<file path="config.mk">
export PLATFORM = sky130hd
export DESIGN_NAME = fifo_n2w_flat
export DESIGN_NICKNAME = d
export VERILOG_FILES = /design/src/rtl/fifo_pkg.sv /design/src/rtl/fifo_n2w_if.sv /design/src/rtl/fifo_n2w_ctrl.sv /design/src/rtl/fifo_n2w.sv /design/src/flat_wrapper.sv
export SDC_FILE = /design/constraint.sdc
export NUM_CORES = 1
export LEC_CHECK = 0
export CAP_MARGIN = 20
export CORE_MARGIN = 5
export CORE_UTILIZATION = 29
export DETAILED_ROUTE_END_ITERATION = 16
export PLACE_DENSITY_LB_ADDON = 0.12
export SLEW_MARGIN = 10
export SYNTH_ARGS = -nofsm -noshare
export SYNTH_HDL_FRONTEND = slang
export SYNTH_SLANG_ARGS = --single-unit
</file>
<file path="constraint.sdc">
create_clock -name clk -period 5.1 [get_ports clk]
set_clock_uncertainty 0.1 [all_clocks]
set_input_delay 1.02 -clock clk [delete_from_list [all_inputs] [get_ports clk]]
set_output_delay 1.02 -clock clk [all_outputs]
set_load 0.03 [all_outputs]
</file>
<file path="src/rtl/fifo_pkg.sv">
// Shared constants and types for the narrow-to-wide packing FIFO (fifo_n2w).
package fifo_pkg;

  localparam int unsigned DATA_WIDTH_DEF = 4;
  localparam int unsigned ADDR_WIDTH_DEF = 3;
  localparam int unsigned DEPTH          = 2 ** ADDR_WIDTH_DEF;

  // Occupancy counter spans 0..DEPTH inclusive, hence one extra bit.
  typedef logic [ADDR_WIDTH_DEF:0] count_t;

endpackage

</file>
<file path="src/rtl/fifo_n2w_if.sv">
// Handshake bundle for fifo_n2w: nibble write side, packed-word read side.
interface fifo_n2w_if #(
  parameter int unsigned DATA_WIDTH = fifo_pkg::DATA_WIDTH_DEF
) ();

  logic                      wr;
  logic [DATA_WIDTH-1:0]     w_data;
  logic                      rd;
  logic [2*DATA_WIDTH-1:0]   r_data;
  logic                      full;
  logic                      empty;

  // FIFO side
  modport slave (
    input  wr,
    input  w_data,
    input  rd,
    output r_data,
    output full,
    output empty
  );

  // Producer/consumer side
  modport master (
    output wr,
    output w_data,
    output rd,
    input  r_data,
    input  full,
    input  empty
  );

endinterface

</file>
<file path="src/rtl/fifo_n2w_ctrl.sv">
// Pointer, occupancy and flag control for fifo_n2w.
// Write pointer advances one nibble per write; read pointer advances one
// word (two nibbles) per read and therefore always stays even.
module fifo_n2w_ctrl
  import fifo_pkg::*;
#(
  parameter int unsigned ADDR_WIDTH = ADDR_WIDTH_DEF
) (
  input  logic                  clk,
  input  logic                  reset,
  input  logic                  wr,
  input  logic                  rd,
  output logic [ADDR_WIDTH-1:0] w_ptr,
  output logic [ADDR_WIDTH-1:0] r_ptr,
  output logic                  we,
  output logic                  full,
  output logic                  empty
);

  localparam int unsigned          CAP   = 2 ** ADDR_WIDTH;
  localparam logic [ADDR_WIDTH:0]  CAP_C = CAP[ADDR_WIDTH:0];
  localparam logic [ADDR_WIDTH:0]  C_ONE = 1;
  localparam logic [ADDR_WIDTH:0]  C_TWO = 2;
  localparam logic [ADDR_WIDTH-1:0] P_ONE = 1;
  localparam logic [ADDR_WIDTH-1:0] P_TWO = 2;

  logic [ADDR_WIDTH:0] count;
  logic [ADDR_WIDTH:0] count_next;
  logic                write_ok;
  logic                read_ok;

  // Acceptance is judged on the registered flags; next occupancy follows.
  always_comb begin
    write_ok   = wr & ~full;
    read_ok    = rd & ~empty;
    count_next = count;
    unique case ({write_ok, read_ok})
      2'b10:   count_next = count + C_ONE;
      2'b01:   count_next = count - C_TWO;
      2'b11:   count_next = count - C_ONE;
      default: count_next = count;
    endcase
  end

  assign we = write_ok;

  // Pointer/count state and flags registered from the next occupancy.
  always_ff @(posedge clk) begin
    if (reset) begin
      w_ptr <= '0;
      r_ptr <= '0;
      count <= '0;
      full  <= 1'b0;
      empty <= 1'b1;
    end else begin
      if (write_ok) w_ptr <= w_ptr + P_ONE;
      if (read_ok)  r_ptr <= r_ptr + P_TWO;
      count <= count_next;
      full  <= (count_next == CAP_C);
      empty <= (count_next < C_TWO);
    end
  end

endmodule

</file>
<file path="src/rtl/fifo_n2w.sv">
// Narrow-to-wide packing FIFO: one DATA_WIDTH nibble in per write, one
// 2*DATA_WIDTH word out per read, built from the two oldest nibbles.
// Read data is show-ahead, taken combinationally from the register file.
// Build option FIFO_N2W_MSB_FIRST_EN: first-written nibble lands in the
// upper half of r_data instead of the lower half.
module fifo_n2w
  import fifo_pkg::*;
#(
  parameter int unsigned DATA_WIDTH = DATA_WIDTH_DEF,
  parameter int unsigned ADDR_WIDTH = ADDR_WIDTH_DEF
) (
  input  logic       clk,
  input  logic       reset,
  fifo_n2w_if.slave  bus
);

  localparam int unsigned           NSLOT = 2 ** ADDR_WIDTH;
  localparam logic [ADDR_WIDTH-1:0] P_ONE = 1;

  logic [DATA_WIDTH-1:0] mem [NSLOT];
  logic [ADDR_WIDTH-1:0] w_ptr;
  logic [ADDR_WIDTH-1:0] r_ptr;
  logic [ADDR_WIDTH-1:0] r_ptr_hi;
  logic                  we;
  logic [DATA_WIDTH-1:0] first_nib;
  logic [DATA_WIDTH-1:0] second_nib;

  fifo_n2w_ctrl #(
    .ADDR_WIDTH (ADDR_WIDTH)
  ) u_ctrl (
    .clk   (clk),
    .reset (reset),
    .wr    (bus.wr),
    .rd    (bus.rd),
    .w_ptr (w_ptr),
    .r_ptr (r_ptr),
    .we    (we),
    .full  (bus.full),
    .empty (bus.empty)
  );

  // Write port: storage is intentionally not cleared by reset.
  always_ff @(posedge clk) begin
    if (we) mem[w_ptr] <= bus.w_data;
  end

  // Two-nibble read mux; r_ptr is even so the pair never straddles a word.
  always_comb begin
    r_ptr_hi   = r_ptr + P_ONE;
    first_nib  = mem[r_ptr];
    second_nib = mem[r_ptr_hi];
`ifdef FIFO_N2W_MSB_FIRST_EN
    bus.r_data = {first_nib, second_nib};
`else
    bus.r_data = {second_nib, first_nib};
`endif
  end

endmodule

</file>
<file path="src/flat_wrapper.sv">
// flat-port wrapper written by rule: the top's interface ports become plain ports
module fifo_n2w_flat import fifo_pkg::*;
#(
  parameter int unsigned DATA_WIDTH = DATA_WIDTH_DEF,
  parameter int unsigned ADDR_WIDTH = ADDR_WIDTH_DEF
)
  (clk, reset, bus_wr, bus_w_data, bus_rd, bus_r_data, bus_full, bus_empty);
  fifo_n2w_if #(.DATA_WIDTH(DATA_WIDTH)) bus_i ();
  input  logic clk;
  input  logic reset;
  input wire logic [$bits(bus_i.wr)-1:0] bus_wr;
  input wire logic [$bits(bus_i.w_data)-1:0] bus_w_data;
  input wire logic [$bits(bus_i.rd)-1:0] bus_rd;
  output wire logic [$bits(bus_i.r_data)-1:0] bus_r_data;
  output wire logic [$bits(bus_i.full)-1:0] bus_full;
  output wire logic [$bits(bus_i.empty)-1:0] bus_empty;
  assign bus_i.wr = bus_wr;
  assign bus_i.w_data = bus_w_data;
  assign bus_i.rd = bus_rd;
  assign bus_r_data = bus_i.r_data;
  assign bus_full = bus_i.full;
  assign bus_empty = bus_i.empty;
  fifo_n2w #(.DATA_WIDTH(DATA_WIDTH), .ADDR_WIDTH(ADDR_WIDTH)) u_core (.clk(clk), .reset(reset), .bus(bus_i));
endmodule
</file>
Word level (Yosys, flattened, before mapping)
Memory sizes are Yosys's and may differ from the RTL's. A register that Yosys moved wholly into a read port is not among the register bits.
Cells that the tools add are included.
Widths: inputs -> output; s select.
{"block": "totals", "latch_bits": 0, "ram_bits": 32, "out_inout_bits": 10, "ff_bits": 12, "mem_count": 1, "romBits": 0}
{"memory": "u_core.mem", "depth": 8, "word_bits": 4, "read_ports": 2, "rd_ports_with_merged_regs": 1, "write_ports": 1, "line": "fifo_n2w.sv:20", "rtl": "logic [DATA_WIDTH-1:0] mem [NSLOT];"}
{"block": "op_classes", "n_reduce_logical": 0, "order_cmp": 1, "div_mod_pow": 0, "n_mux": 5, "n_mul": 0, "n_eq_ne": 4, "shift": 0, "bitwise_logic": 4, "n_addsub": 6}
{"cell": "$pmux 4 s3", "n": 1}
{"cell": "$add 3x1->3 const B", "n": 2}
{"cell": "$mux 3", "n": 2}
{"cell": "$add 4x1->4 const B", "n": 1}
{"cell": "$eq 2x2->1 const B", "n": 2}
{"cell": "$eq 4x4->1 const B", "n": 1}
{"cell": "$lt 4x2->1 const B", "n": 1}
{"cell": "$sub 4x1->4 const B", "n": 1}
{"cell": "$sub 4x2->4 const B", "n": 1}
{"cell": "$add 3x2->3 const B", "n": 1}
{"cell": "$and 1x1->1", "n": 2}
{"cell": "$eq 2x1->1 const B", "n": 1}
{"cell": "$mux 1", "n": 2}
{"cell": "$not 1->1", "n": 2}

Longest topological paths before layout
Gate-level depths: netlist of run 1.
{"block": "logic_depth", "word_depth": 5, "ltp_mapped": 9, "ltp_nobuf": 8}

By module
From an unflattened synthesis of run 1, not the netlist that was laid out.
{"block": "hier_totals", "cells_unflattened": 148, "area_unflattened_um2": 2169.6}
{"mod": "fifo_n2w", "area_per_inst_um2": 1571.5, "cells_per_inst": 84, "seq_area_each_um2": 960.9, "n_inst": 1}
{"mod": "fifo_n2w_ctrl", "area_per_inst_um2": 598.1, "cells_per_inst": 64, "seq_area_each_um2": 220.2, "n_inst": 1}

Worst setup path before layout of run 1
OpenSTA, ideal clock, no wires.
{"block": "synth_timing", "path_kind": "input to register", "start": "input port bus_wr", "end": "register u_core.u_ctrl.full", "setup_slack_ns": 2.238, "path_stages": 9, "path_buffers": 1, "arrival_time_ns": 2.701, "setup_ns": 0.061, "path_cell_list": "nand2b_1 > clkbuf_1 > nor2_1 > ha_1 > a21oi_1 > a21oi_1 > o31ai_2 > xor2_1 > and4bb_1"}
{"block": "synth_between", "elab_chain_len": 4}
{"element": "start: declaration", "line": "flat_wrapper.sv:11", "rtl": "input wire logic [$bits(bus_i.wr)-1:0] bus_wr;"}
{"element": "$and 1x1->1 *", "line": "fifo_n2w_ctrl.sv:34", "rtl": "write_ok = wr & ~full;"}
{"element": "$eq 2x2->1 or $eq 2x1->1 (tied branches)", "line": "fifo_n2w_ctrl.sv:37", "rtl": "unique case ({write_ok, read_ok})"}
{"element": "$pmux 4 s3 *", "line": "fifo_n2w_ctrl.sv:37"}
{"element": "$eq 4x4->1 *", "line": "fifo_n2w_ctrl.sv:59", "rtl": "full <= (count_next == CAP_C);"}
{"element": "end signal: assignment", "line": "fifo_n2w_ctrl.sv:59"}
{"element": "end: declaration", "line": "fifo_n2w_ctrl.sv:16", "rtl": "output logic full,"}
Mark *: on every way between the ends. The rest lies on a longest branch, timed or not.
A chain may end at the register's enable or synchronous reset.

Worst setup path after layout of run 1
Same ends and word-level chain as after synthesis.

==> results.cfg, run 1 <==
[sta]
whs_ps = 446
fin_ws_ps = 1890
setup_violations = 0
period_minus_slack_ps = 3210
period_share_pct = 63.0
slew_headroom_pct = 26.6
worst_pin_slew_ps = 1090
tns_ps = 0
maxSlewViolCount = 0
fmax_mhz = 311
rsz0062_at_grt = no
finalHoldViolations = 0

[logic_synthesis]
yosysWarnings = 0
syn_area_sq_mm = 0.00182
avgSynthCellArea_sq_um = 14.9
yosys.area_share.xor_xnor_pct = 3.85
synth-main-ff-cell = edfxtp_1
synth_top_family_by_area = simple AND/OR/NAND/NOR gates
synth_cell_types = 23
synthAdderAreaFrac_pct = 3.85
synthMuxAreaShare_pct = 9.90
yosysSeqAreaShare_pct = 67.1
synth_compound_area_share_pct = 3.44
ys_ff_latch = 45
ys_async_sr_fraction_pct = 0
syn_nets = 135
synth_edf_count = 32
yosys.area_share.simple_pct = 10.3
postSynthCellCount = 122

[cts]
cts_buffer_depth = 2
cts_buffers = 5
post_cts_buffers = 0
cts-root-buf = clkbuf_8
cts.sinks = 45
clkTransAtPathRegs_ps = 70
cts_tree = built
post_cts_resized = 0
clk_latency_ps = 290
h-tree-depth = 2
cts_hold_buf = 0

[setup_path]
cpPeakStageDelay_ps = 470
path_class = input pin to flop
path_delay_family = simple AND/OR/NAND/NOR gates
path_max_fanout = 12
timing.critical_path.buf_inv = 1
crit_path_top_delay_cell = clkdlybuf4s50_1
cp_cell_sequence = clkdlybuf4s50_1 -> nand2b_1 -> nor2_1 -> ha_1 -> a21oi_1 -> a21oi_1 -> o31ai_2 -> xor2_1 -> and4bb_1
start_kind = input pin
cp.arrival_ps = 3350
crit_required_ps = 5240
path_depth = 9
endpoint_kind = flop
timing.rr.end = u_core.u_ctrl.full$_SDFF_PP0_
r2r_cells = 8
r2r_slack_ps = 2670
regToRegStartpoint = u_core.u_ctrl.full$_SDFF_PP0_
cpMostUsedCell = a21oi_1

[global_routing]
antenna_found_initial = 0
grt_pass1_vias = 1043
grt_pass1_wl_um = 4930
grt_max_degree = 14
grt-ovfl-total = 0
track_usage_pct = 8.81

[placement]
place.gp.congestion = 0.760
placed_cell_area_sq_mm = 0.00206
dp.cells = 209
dp_slack_ps = 1620
hpwl_um = 2250
port_buffers = 17

[pwr]
p_total_uw = 827
power_density_mw_per_mm2 = 384
combPwrFrac_pct = 20.7
ir_worst_vdd_uv = 115
p_clk_share_pct = 26.2
switching_share_pct = 27.0
p_sw_uw = 223
seqPwrFrac_pct = 53.1
p_int_uw = 603
p_leak_nw = 0.711

[routing]
drt_first_iter_violations = 18
drc = 0
drt.antenna.violating_nets = 0
wire_per_inst_um = 14.5
vias_per_cell = 4.74
dr_total_vias = 1028
firstDrtPassIters = 4
wl_um = 3150

[floorplanning]
start_util_pct = 30.2
dieArea_sq_mm = 0.00796
core_area_sq_mm = 0.00603
std_cell_rows = 28
fp.dieH_um = 89.2
die_x_um = 89.2
io_pins = 18

[worst_hold_path]
hp-class = flop to flop
min_from = u_core.u_ctrl.w_ptr[1]$_SDFFE_PP0N_
hold_end = u_core.u_ctrl.w_ptr[1]$_SDFFE_PP0N_
holdPathStages = 2

[cells_and_area]
fin_nets = 154
antenna_cells = 0
fin_util_pct = 35.8
syn2layout_area_growth_pct = 18.4
fin_area_sq_mm = 0.00215
final_cell_mix = edfxtp_1 (32), clkdlybuf4s50_1 (17), nor2_1 (15)
fin_cells = 217
drive_above_1_share_pct = 11.3
final_common_cell = edfxtp_1

[outcome]
outcome = completed

[flow_run]
drv_cap = 0
## how the worst max path moves through the flow
stage,endpoint,from
after floorplan,u_core.u_ctrl.full$_SDFF_PP0_,bus_wr
after global placement,u_core.u_ctrl.full$_SDFF_PP0_,bus_wr
after detailed placement,u_core.u_ctrl.full$_SDFF_PP0_,bus_wr
after CTS,u_core.u_ctrl.full$_SDFF_PP0_,bus_wr
after global routing,u_core.u_ctrl.full$_SDFF_PP0_,bus_wr
final,u_core.u_ctrl.full$_SDFF_PP0_,bus_wr
## sequential cells by signal, indices dropped and copies added, names as in the netlist, named ones only
register             cells
u_core.u_ctrl.count      4
u_core.mem              32
u_core.u_ctrl.r_ptr      2
u_core.u_ctrl.empty      1
u_core.u_ctrl.w_ptr      3
u_core.u_ctrl.full       1
## cells in the mapped netlist, types with 4 or more instances
master	number	area share (%)
a21oi_1	7	1.9
clkbuf_1	4	0.83
dfxtp_1	13	14
edfxtp_1	32	53
ha_1	4	2.8
mux4_2	8	9.9
nand2_1	6	1.2
nand2b_1	4	1.4
nand3_1	4	1.1
nor2_1	15	3.1
nor3_1	4	1.1
xnor2_1	5	2.4
## power by group through the flow
stage | logic, mW | registers, mW | clock network [mW]
2_1_floorplan | 0.118 | 0.445 | 0
3_3_place_gp | 0.169 | 0.449 | 0
3_5_place_dp | 0.172 | 0.449 | 0
4_1_cts | 0.173 | 0.440 | 0.224
5_1_grt | 0.186 | 0.444 | 0.241
6_report | 0.171 | 0.439 | 0.217
## logic make-up after synthesis
group,count (synthesis)
flip-flops,45
buffers and inverters,7
AO/OA/AOI/OAI,10
multiplexers,8
AND/OR/NAND/NOR,39
adder cells (fa/ha/maj),5
XOR/XNOR,8
## worst reg2reg max path, stage by stage, from the launching register on
cell and delay (ps):
dfxtp_1 330, nand2b_1 340, nor2_1 320, ha_1 330, a21oi_1 170, a21oi_1 100
o31ai_2 250, xor2_1 230, and4bb_1 220
## layout make-up
type | instances | area (sq um)
sequential | 45 | 1220
multi-input combinational | 70 | 571
timing repair buffer | 17 | 170
clock buffer | 6 | 82.6
tap | 75 | 93.8
fill | 585 | 3870
clock inverter | 2 | 8.76
inverter | 2 | 7.51
## routing by layer
| layer | wire, um | up-vias | global-route usage, % |
|---|---|---|---|
| met5 | 0 | - | 0 |
| met3 | 189 | 6 | 3.23 |
| met1 | 1330 | 510 | 9.15 |
| met2 | 1560 | 26 | 15.5 |
| li1 | - | 486 | - |
| met4 | 65 | 0 | 4.47 |
(Power assumes the default switching activity.)
==> run 2, diff against run 1 <==
==> constraint.sdc (replaced) <==
create_clock -name clk -period 3.3 [get_ports clk]
set_clock_uncertainty 0.1 [all_clocks]
set_input_delay 0.66 -clock clk [delete_from_list [all_inputs] [get_ports clk]]
set_output_delay 0.66 -clock clk [all_outputs]
set_load 0.03 [all_outputs]
==> run 2 against run 1 <==
Power grew 52%. Sequential power grew 55%. Global-route usage grew 0.70 points. First-iteration DRC count grew 56%. Via count shrank 0.78%. Die area is the same. Core utilization grew 0.25 points. Clock power grew 40%. Routed wire length grew 2.7%. Critical path type is now flop to output pin. Critical endpoint is now bus_r_data[6].
==> results.cfg, run 2 (same netlist as run 1, synthesis figures left out) <==
[cts]
post_cts_resized = 0
cts.sinks = 45
cts_tree = built
cts_hold_buf = 0
clkTransAtPathRegs_ps = 70
cts_buffers = 5
cts-root-buf = clkbuf_8
post_cts_buffers = 0
clk_latency_ps = 290
cts_buffer_depth = 2
h-tree-depth = 2

[cells_and_area]
syn2layout_area_growth_pct = 19.3
fillers = 587
fin_util_pct = 36.0
fin_nets = 158
reg_top3 = u_core.mem x32, u_core.u_ctrl.count x4, u_core.u_ctrl.w_ptr x3
final_cell_mix = edfxtp_1 (32), clkdlybuf4s50_1 (17), nor2_1 (15)
fin_cells = 220
final_common_cell = edfxtp_1
largest_register = u_core.mem
drive_above_1_share_pct = 12.4
largest_reg_flops = 32
fin_area_sq_mm = 0.00217
antenna_cells = 0

[routing]
drt.antenna.violating_nets = 0
wire_per_inst_um = 14.7
vias_per_cell = 4.64
firstDrtPassIters = 4
drt_first_iter_violations = 28
dr_total_vias = 1020
wl_um = 3230
drc = 0

[placement]
dp.cells = 213
place.gp.congestion = 0.781
dp_slack_ps = 410
hpwl_um = 2370
placed_cell_area_sq_mm = 0.00209
port_buffers = 17

[pwr]
p_total_mw = 1.25
combPwrFrac_pct = 21.6
ir_worst_vdd_uv = 167
seqPwrFrac_pct = 54.2
p_sw_uw = 337
p_leak_nw = 0.721
switching_share_pct = 26.9
power_density_mw_per_mm2 = 577
p_clk_share_pct = 24.2
p_int_uw = 916

[floorplanning]
io_pins = 18
core_area_sq_mm = 0.00603
fp.dieH_um = 89.2
start_util_pct = 30.2
dieArea_sq_mm = 0.00796
std_cell_rows = 28
die_x_um = 89.2

[sta]
tns_ps = 0
fmax_mhz = 363
whs_ps = 454
finalHoldViolations = 0
maxSlewViolCount = 0
slew_headroom_pct = 54.7
fin_ws_ps = 549
setup_violations = 0
period_share_pct = 83.4
worst_pin_slew_ps = 675
rsz0062_at_grt = no
period_minus_slack_ps = 2750

[outcome]
outcome = completed

[flow_run]
drv_cap = 0

[global_routing]
antenna_found_initial = 0
grt_pass1_wl_um = 5320
grt_max_degree = 14
track_usage_pct = 9.51
grt-ovfl-total = 0
grt_pass1_vias = 1096

[setup_path]
start_kind = flop
endpoint_kind = output pin
r2r_cells = 8
path_max_fanout = 6
crit_required_ps = 2540
path_class = flop to output pin
cp.arrival_ps = 1990

[worst_hold_path]
holdPathStages = 2
hp-class = flop to flop
==> run 2: cell count changes in the layout (fill, tap and decap cells not counted), sizes merged <==
cell / previous run / this run
buf: 0 / 4
clkinv: 2 / 1
==> run 2: worst max-delay path, cell delays in order (launching register included) <==
cell and delay [ps]:
dfxtp_1 540, mux4_2 550, clkdlybuf4s50_1 610
==> run 2: power groups by stage <==
stage / Sequential, mW / Combinational [mW] / Clock [mW]
finish: 0.679 / 0.270 / 0.303
global route: 0.686 / 0.299 / 0.344
global placement: 0.694 / 0.269 / 0
CTS: 0.681 / 0.276 / 0.317
floorplan: 0.687 / 0.182 / 0
detailed placement: 0.694 / 0.274 / 0
==> run 2: metal layers <==
metal | vias up | wire, um | track usage, %
met4 | 0 | 73 | 5.41
met5 | - | 0 | 0
met3 | 7 | 153 | 3.23
met1 | 502 | 1320 | 9.63
li1 | 493 | - | -
met2 | 18 | 1690 | 16.9
==> run 2: final timing paths <==
| kind | startpoint | to | slack (ps) |
|---|---|---|---|
| worst max register to register | u_core.u_ctrl.empty$_SDFF_PP1_ | u_core.u_ctrl.full$_SDFF_PP0_ | 1150 |
| worst min-delay path | u_core.u_ctrl.w_ptr[1]$_SDFFE_PP0N_ | u_core.u_ctrl.w_ptr[1]$_SDFFE_PP0N_ | 450 |
| worst max-delay path | u_core.u_ctrl.r_ptr[1]$_SDFFE_PP0P_ | bus_r_data[6] | 550 |
| worst min register to register | u_core.u_ctrl.w_ptr[1]$_SDFFE_PP0N_ | u_core.u_ctrl.w_ptr[1]$_SDFFE_PP0N_ | 450 |
==> run 2: cell type report <==
type / count / area, sq um / share of cell area [%]
clock inverters: 1 / 3.75 / 0.173
repair buffers: 21 / 200 / 9.23
flip-flops and latches: 45 / 1220 / 56.3
clock buffers: 6 / 72.6 / 3.34
multi-input cells: 70 / 571 / 26.3
well taps: 75 / 93.8 / 4.33
inverters: 2 / 7.51 / 0.346
==> run 3, diff against run 2 <==
==> constraint.sdc (replaced) <==
create_clock -name clk -period 2.2 [get_ports clk]
set_clock_uncertainty 0.1 [all_clocks]
set_input_delay 0.44 -clock clk [delete_from_list [all_inputs] [get_ports clk]]
set_output_delay 0.44 -clock clk [all_outputs]
set_load 0.03 [all_outputs]
==> run 3 against run 2 <==
First-iteration DRC count fell by 3.6%. Via count grew 6.0%. Critical path type unchanged. Final area is 6.7% higher. Worst hold slack improved by 6.5 ps. Routed wire length rose by 9.9%. Power rose by 66%. Core utilization is 2.4 points higher. Final cell count rose by 7.7%. Largest cell class unchanged. Combinational power up 69%. Flip-flop and latch count unchanged.
==> results.cfg, run 3 (same netlist as run 1, synthesis figures left out) <==
[setup_path]
endpoint_kind = output pin
crit_required_ps = 1660
start_kind = flop
cp_cell_sequence = mux4_2 -> dlygate4sd2_1
crit_path_top_delay_cell = mux4_2
cpPeakStageDelay_ps = 510
timing.critical_path.buf_inv = 1
path_max_fanout = 4
path_class = flop to output pin
cp.arrival_ps = 1560
path_delay_family = multiplexers

[flow_run]
drv_cap = 0

[pwr]
power_density_mw_per_mm2 = 896
p_total_mw = 2.07
ir_worst_vdd_uv = 303
p_leak_nw = 0.834

[routing]
wire_per_inst_um = 15.0
met2WireLength_um = 1830
highest-signal-layer = met4
wl_um = 3550
vias_per_cell = 4.56
drt-met1-wl_um = 1440
met3_length_um = 186
drc = 0
firstDrtPassIters = 4
dr_total_vias = 1081
drt_first_iter_violations = 27
drt.antenna.violating_nets = 0

[cells_and_area]
multiInputGateArea_sq_um = 577
fin_nets = 174
largest_reg_flops = 32
fillers = 596
seqCellArea_sq_mm = 0.00122
final_common_cell = edfxtp_1
drive_above_1_share_pct = 28.4
fin_util_pct = 38.4
fin_cells = 237
syn2layout_area_growth_pct = 27.2
reg_top3 = u_core.mem x32, u_core.u_ctrl.count x4, u_core.u_ctrl.w_ptr x3
antenna_cells = 0
final_cell_mix = edfxtp_1 (32), buf_4 (20), nor2_1 (14)
largest_register = u_core.mem

[placement]
place.gp.congestion = 0.815
hpwl_um = 2580
port_buffers = 17
dp.cells = 226
dp_slack_ps = -387

[floorplanning]
std_cell_rows = 28
start_util_pct = 30.2
fp.dieH_um = 89.2
die_x_um = 89.2
dieArea_sq_mm = 0.00796
io_pins = 18
core_area_sq_mm = 0.00603

[sta]
period_share_pct = 95.5
fin_ws_ps = 99.5
finalHoldViolations = 0
rsz0062_at_grt = no
fmax_mhz = 476
tns_ps = 0
worst_pin_slew_ps = 471
period_minus_slack_ps = 2100
setup_violations = 0
maxSlewViolCount = 0
slew_headroom_pct = 68.5

[cts]
cts_tree = built
cts.sinks = 45
cts_buffer_depth = 2
cts_buffers = 5
cts-root-buf = clkbuf_8
h-tree-depth = 2
clk_latency_ps = 290
clkTransAtPathRegs_ps = 80

[global_routing]
grt_pass1_wl_um = 5780
grt-ovfl-total = 0
antenna_found_initial = 0
grt_max_degree = 15
grt_pass1_vias = 1187
track_usage_pct = 10.1

[outcome]
outcome = completed

[worst_hold_path]
hp-class = flop to flop
==> run 3: cell types whose count changed in the layout (fill, tap and decap cells not counted), sizes merged <==
| cell | before | now |
|---|---|---|
| buf | 4 | 21 |
| clkdlybuf4s50 | 17 | 7 |
| dlygate4sd2 | 0 | 5 |
| clkbuf | 6 | 10 |
| bufinv | 0 | 1 |
==> run 3: final timing paths <==
path	from	endpoint	slack (ps)	cells after the start
max reg2reg	u_core.u_ctrl.empty$_SDFF_PP1_	u_core.u_ctrl.full$_SDFF_PP0_	150	9
min reg2reg	u_core.u_ctrl.w_ptr[1]$_SDFFE_PP0N_	u_core.u_ctrl.w_ptr[1]$_SDFFE_PP0N_	460	2
max	u_core.u_ctrl.r_ptr[1]$_SDFFE_PP0P_	bus_r_data[4]	100	2
min	u_core.u_ctrl.w_ptr[1]$_SDFFE_PP0N_	u_core.u_ctrl.w_ptr[1]$_SDFFE_PP0N_	460	2
==> run 3: report_power, final <==
group	switching (mW)	leakage, nW	total [mW]	internal [mW]
combinational	0.235	0.381	0.456	0.221
clock	0.267	0.0552	0.604	0.337
sequential	0.0487	0.398	1.01	0.965
==> run 3: tightest hold or removal path, stage by stage (launching register included) <==
cell and delay [ps]:
dfxtp_1 380, nand2_1 80, a21oi_1 60
==> run 3: repair_timing <==
action,CTS,global route
endpoints found under the setup margin,10,5
resized for setup,12,8
pin swaps,5,1
hold buffers,0,0
buffers inserted,3,0
==> run 3: cell type report <==
cell class                      instances  share of cell area [%]
Multi-Input combinational cell         70                    24.9
Timing Repair Buffer                   37                    13.1
Clock inverter                          2                    1.51
Sequential cell                        45                    52.9
Tap cell                               75                    4.05
Clock buffer                            6                    3.14
Inverter                                2                   0.324
==> run 3: stage by stage <==
step | hold slack, ps | area [sq um]
after global routing | 492 | 2310
after detailed placement | 447 | 2200
after floorplan | 398 | 1820
final | 460 | 2310
after global placement | 430 | 2200
after CTS | 460 | 2330
==> run 3: layer usage <==
layer / track usage, % / up-vias
met5: 0 / -
met4: 5.14 / 0
met3: 2.95 / 8
met2: 18.1 / 25
met1: 10.7 / 524
li1: - / 524
==> edit 1: new RTL, flow settings as in run 3 <==
Set the package constant `ADDR_WIDTH_DEF` to 4 (it was 3).
--- a/src/rtl/fifo_pkg.sv
+++ b/src/rtl/fifo_pkg.sv
@@ -4,3 +4,3 @@
   localparam int unsigned DATA_WIDTH_DEF = 4;
-  localparam int unsigned ADDR_WIDTH_DEF = 3;
+  localparam int unsigned ADDR_WIDTH_DEF = 4;
   localparam int unsigned DEPTH          = 2 ** ADDR_WIDTH_DEF;
Function: changed (a bounded check fails within 10 cycles, from zero or initial values and one cycle with reset high).
==> edit 1 against run 3 <==
  * The flow now finishes with violations (negative setup slack)
  * Power increased by 99%
  * Register-to-register slack got worse by 40 ps
  * Final area increased by 93%
  * Worst setup slack got worse by 220 ps
  * Area after synthesis increased by 84%
  * Combinational power increased by 59%
  * Sequential share of layout area decreased by 2.0 points
  * Wire length increased by 91%
  * Count of clock-buffer cells in the layout increased by 4
  * Clock power increased to 2.7 times the old value
  * Sequential cell count increased by 36
  * Critical path type unchanged
  * Highest routed layer unchanged
==> edit 1: results <==
outcome:
  status: "finished with violations"
  failed_checks: "negative setup slack"
power_and_ir_drop:
  swShare_pct: 23.8
  total_power_mw: 4.13
  ir_drop_mv: 0.432
  leakage_nw: 1.57
  powerComb_mw: 0.723
  clkPwrFrac_pct: 40.0
logic_synthesis:
  synthMuxAreaShare_pct: 13.7
  ys_seq_area_share_pct: 67.5
  synth_xor_area_share_pct: 2.09
  synth-compound-area-share_pct: 2.88
  synth_edf_count: 64
  postSynthCellCount: 214
  synth.net_count: 229
  synth_commonest_cells: "edfxtp_1 (64), nor2_1 (24), dfxtp_1 (17)"
  yosys_warnings: 0
  synth.area.top_cells: "edfxtp_1 (57%), mux4_2 (11%), dfxtp_1 (10%)"
  synth_fa_ha_area_share_pct: 2.61
timing:
  setup_viol: 8
  slew_headroom_pct: 59.9
  final.setup.tns_ps: -825
  worst_slack_ps: -125
place:
  dpl.hpwl_um: 4770
  placedCellCount: 401
  gp_congestion: 0.743
  dpl_cell_area_um2: 4020
  dp_slack_ps: -515
grt:
  grt_pass1_wl_um: 11100
  grt_pass1_vias: 1974
  met2_usage_pct: 16.1
  grt_max_degree: 17
  grtUsageMet1_pct: 13.9
  grt_use_total_pct: 10.3
clocking:
  cts_buffers: 9
  cts.clk_slew.worst_paths_ps: 60
  htreeDepth: 3
  cts_root_buf: "clkbuf_16"
critical_path:
  cp_max_fo: 5
  arrival_ps: 1780
drt:
  met2_wirelength_um: 3270
  drt_wl_total_um: 6790
  wl_per_cell_um: 16.1
  route.met3.wl_um: 182
  wl_met1_um: 3240
  drt-initial-drc-count: 71
final_layout:
  nets: 288
  top_regs: "u_core.mem: 64 flops, u_core.u_ctrl.count: 5 flops, u_core.u_ctrl.w_ptr: 4 flops"
[edit 1: changes by cell type after synthesis, moves of 3 or more]
| cell | run 3 | this run |
|---|---|---|
| mux4_2 | 8 | 16 |
| ha_1 | 4 | 7 |
| edfxtp_1 | 32 | 64 |
| nand2_1 | 6 | 12 |
| mux2_2 | 0 | 8 |
| dfxtp_1 | 13 | 17 |
| nand4_1 | 0 | 4 |
| clkbuf_1 | 4 | 9 |
| inv_1 | 2 | 5 |
| nor2_1 | 15 | 24 |
| a21oi_1 | 7 | 4 |
[edit 1: worst paths after layout]
| path | from | end | slack (ps) | depth (start not counted) |
|---|---|---|---|---|
| worst max-delay path | u_core.u_ctrl.r_ptr[1] | bus_r_data[6] | -120 | 4 |
| worst min-delay path | u_core.u_ctrl.w_ptr[1] | u_core.u_ctrl.w_ptr[1] | 420 | 2 |
| worst max register to register | u_core.u_ctrl.empty | u_core.u_ctrl.empty | 110 | 10 |
| worst min register to register | u_core.u_ctrl.w_ptr[1] | u_core.u_ctrl.w_ptr[1] | 420 | 2 |
[edit 1: cells by family after synthesis]
kind of cell	count (synthesis)
compound gates	14
xor+xnor	8
fa+ha+maj	7
buf+inv	15
flops	81
mux	25
simple gates	64
[edit 1: area by class of cell]
class                      instances  area (µm²)
clock buffer                      10         239
clock inverter                     6        97.6
fill                            1065        6900
inverter                           5        18.8
multi-input combinational        118        1110
sequential                        81        2270
tap                              143         179
timing repair buffer              58         556
[edit 1: what timing repair did]
| item | 4_1_cts | 5_1_grt |
|---|---|---|
| buffers inserted | 0 | 3 |
| pin swaps | 0 | 3 |
| endpoints found under the hold margin | 0 | 0 |
| gates cloned | 1 | 0 |
| resized for setup | 69 | 7 |
| setup endpoints to repair | 10 | 10 |
==> edit 2: new RTL, config.mk and constraints of run 3 <==
Made on the original files. Make the reset (`reset`) asynchronous in one clocked block.
--- a/src/rtl/fifo_n2w_ctrl.sv
+++ b/src/rtl/fifo_n2w_ctrl.sv
@@ -47,3 +47,3 @@
   // Pointer/count state and flags registered from the next occupancy.
-  always_ff @(posedge clk) begin
+  always_ff @(posedge clk or posedge reset) begin
     if (reset) begin
Formal check against the unedited RTL: differs if reset is asserted again (counterexample within 4 cycles, from zero or initial values and one cycle with reset high); with reset held inactive, the same outputs for 10 cycles.
==> edit 2 against run 3 <==
  * Wire length fell by 6.7%
  * Sequential cell count fell by 2
  * Area after synthesis fell by 0.76%
  * Worst setup slack got worse by 5.5 ps
  * Final area barely moved
  * Worst hold slack got worse by 100 ps
Power is not compared: it rests on default switching activity, and its combinational part moved more than twofold at a synthesized area within 25%.
==> edit 2: results <==
outcome:
  status: "finished, final reports clean"
place:
  placedCellCount: 207
  dpl_cell_area_um2: 2200
  dp_slack_ps: -326
  gp_congestion: 0.694
timing:
  fmaxAchievable_mhz: 475
  max_slew.worst_pin.slew_ps: 457
  holdWs_ps: 358
drt:
  drt_wl_total_um: 3320
  route.met3.wl_um: 178
  drt-initial-drc-count: 67
  met2_wirelength_um: 1630
  routed_via_density: 4.58
  wl_met1_um: 1460
critical_path:
  cp_slowest_cell: "dfstp_2"
  max_stage_delay_ps: 560
  cp_max_fo: 3
  crit_path_start_kind: "register"
  crit_family: "simple AND/OR/NAND/NOR gates"
  worstSetupEndpointType: "register"
  regToRegSetupSlack_ps: 90
  r2r_end: "u_core.u_ctrl.full"
  r2r_cells: 8
  cp-startpoint: "u_core.u_ctrl.empty"
logic_synthesis:
  async_flop_share_pct: 25.6
  synth.net_count: 118
  synth_commonest_cells: "edfxtp_1 (32), dfrtp_1 (10), nand2_1 (9)"
  syn_area_per_cell_um2: 17.2
  ys_seq_area_share_pct: 68.5
  ys_types: 26
  synth.area.top_cells: "edfxtp_1 (53%), dfrtp_1 (14%), mux4_2 (10%)"
grt:
  grtUsageMet1_pct: 11.7
  grt_use_total_pct: 9.54
  met2_usage_pct: 15.0
  grt_pass1_wl_um: 5400
  grtUsageMet3_pct: 4.15
final_layout:
  nets: 153
  fill_cells: 565
  drive_gt1_share_pct: 35.5
  final-seq-area_um2: 1240
clocking:
  post-cts-setup-buffers: 1
  cts_buffer_depth: 2
  ctsResizeCount: 24
hold_path:
  min_path_type: "in2async"
edit 2: power by group through the flow:
stage / Combinational, mW / Clock (mW) / Sequential (mW)
finish: 1.22 / 0.711 / 1.24
global placement: 1.28 / 0 / 1.25
global route: 1.34 / 0.769 / 1.26
CTS: 1.30 / 0.735 / 1.24
floorplan: 0.882 / 0 / 1.20
detailed placement: 1.30 / 0 / 1.26
edit 2: kinds of logic after synthesis:
family,after synthesis,share of synthesized area [%]
AND/OR/NAND/NOR,29,9.22
AO/OA/AOI/OAI,6,2.70
XOR/XNOR,8,4.30
flip-flops,43,68.5
adder cells (fa/ha/maj),5,3.88
buffers and inverters,6,1.39
multiplexers,8,9.98
edit 2: cell type report:
cell class | count | share of cell area (%)
Sequential cell | 43 | 53.5
Clock buffer | 6 | 3.13
Clock inverter | 2 | 2.59
Timing Repair Buffer | 31 | 10.9
Tap cell | 75 | 4.05
Multi-Input combinational cell | 56 | 25.3
Inverter | 3 | 0.486
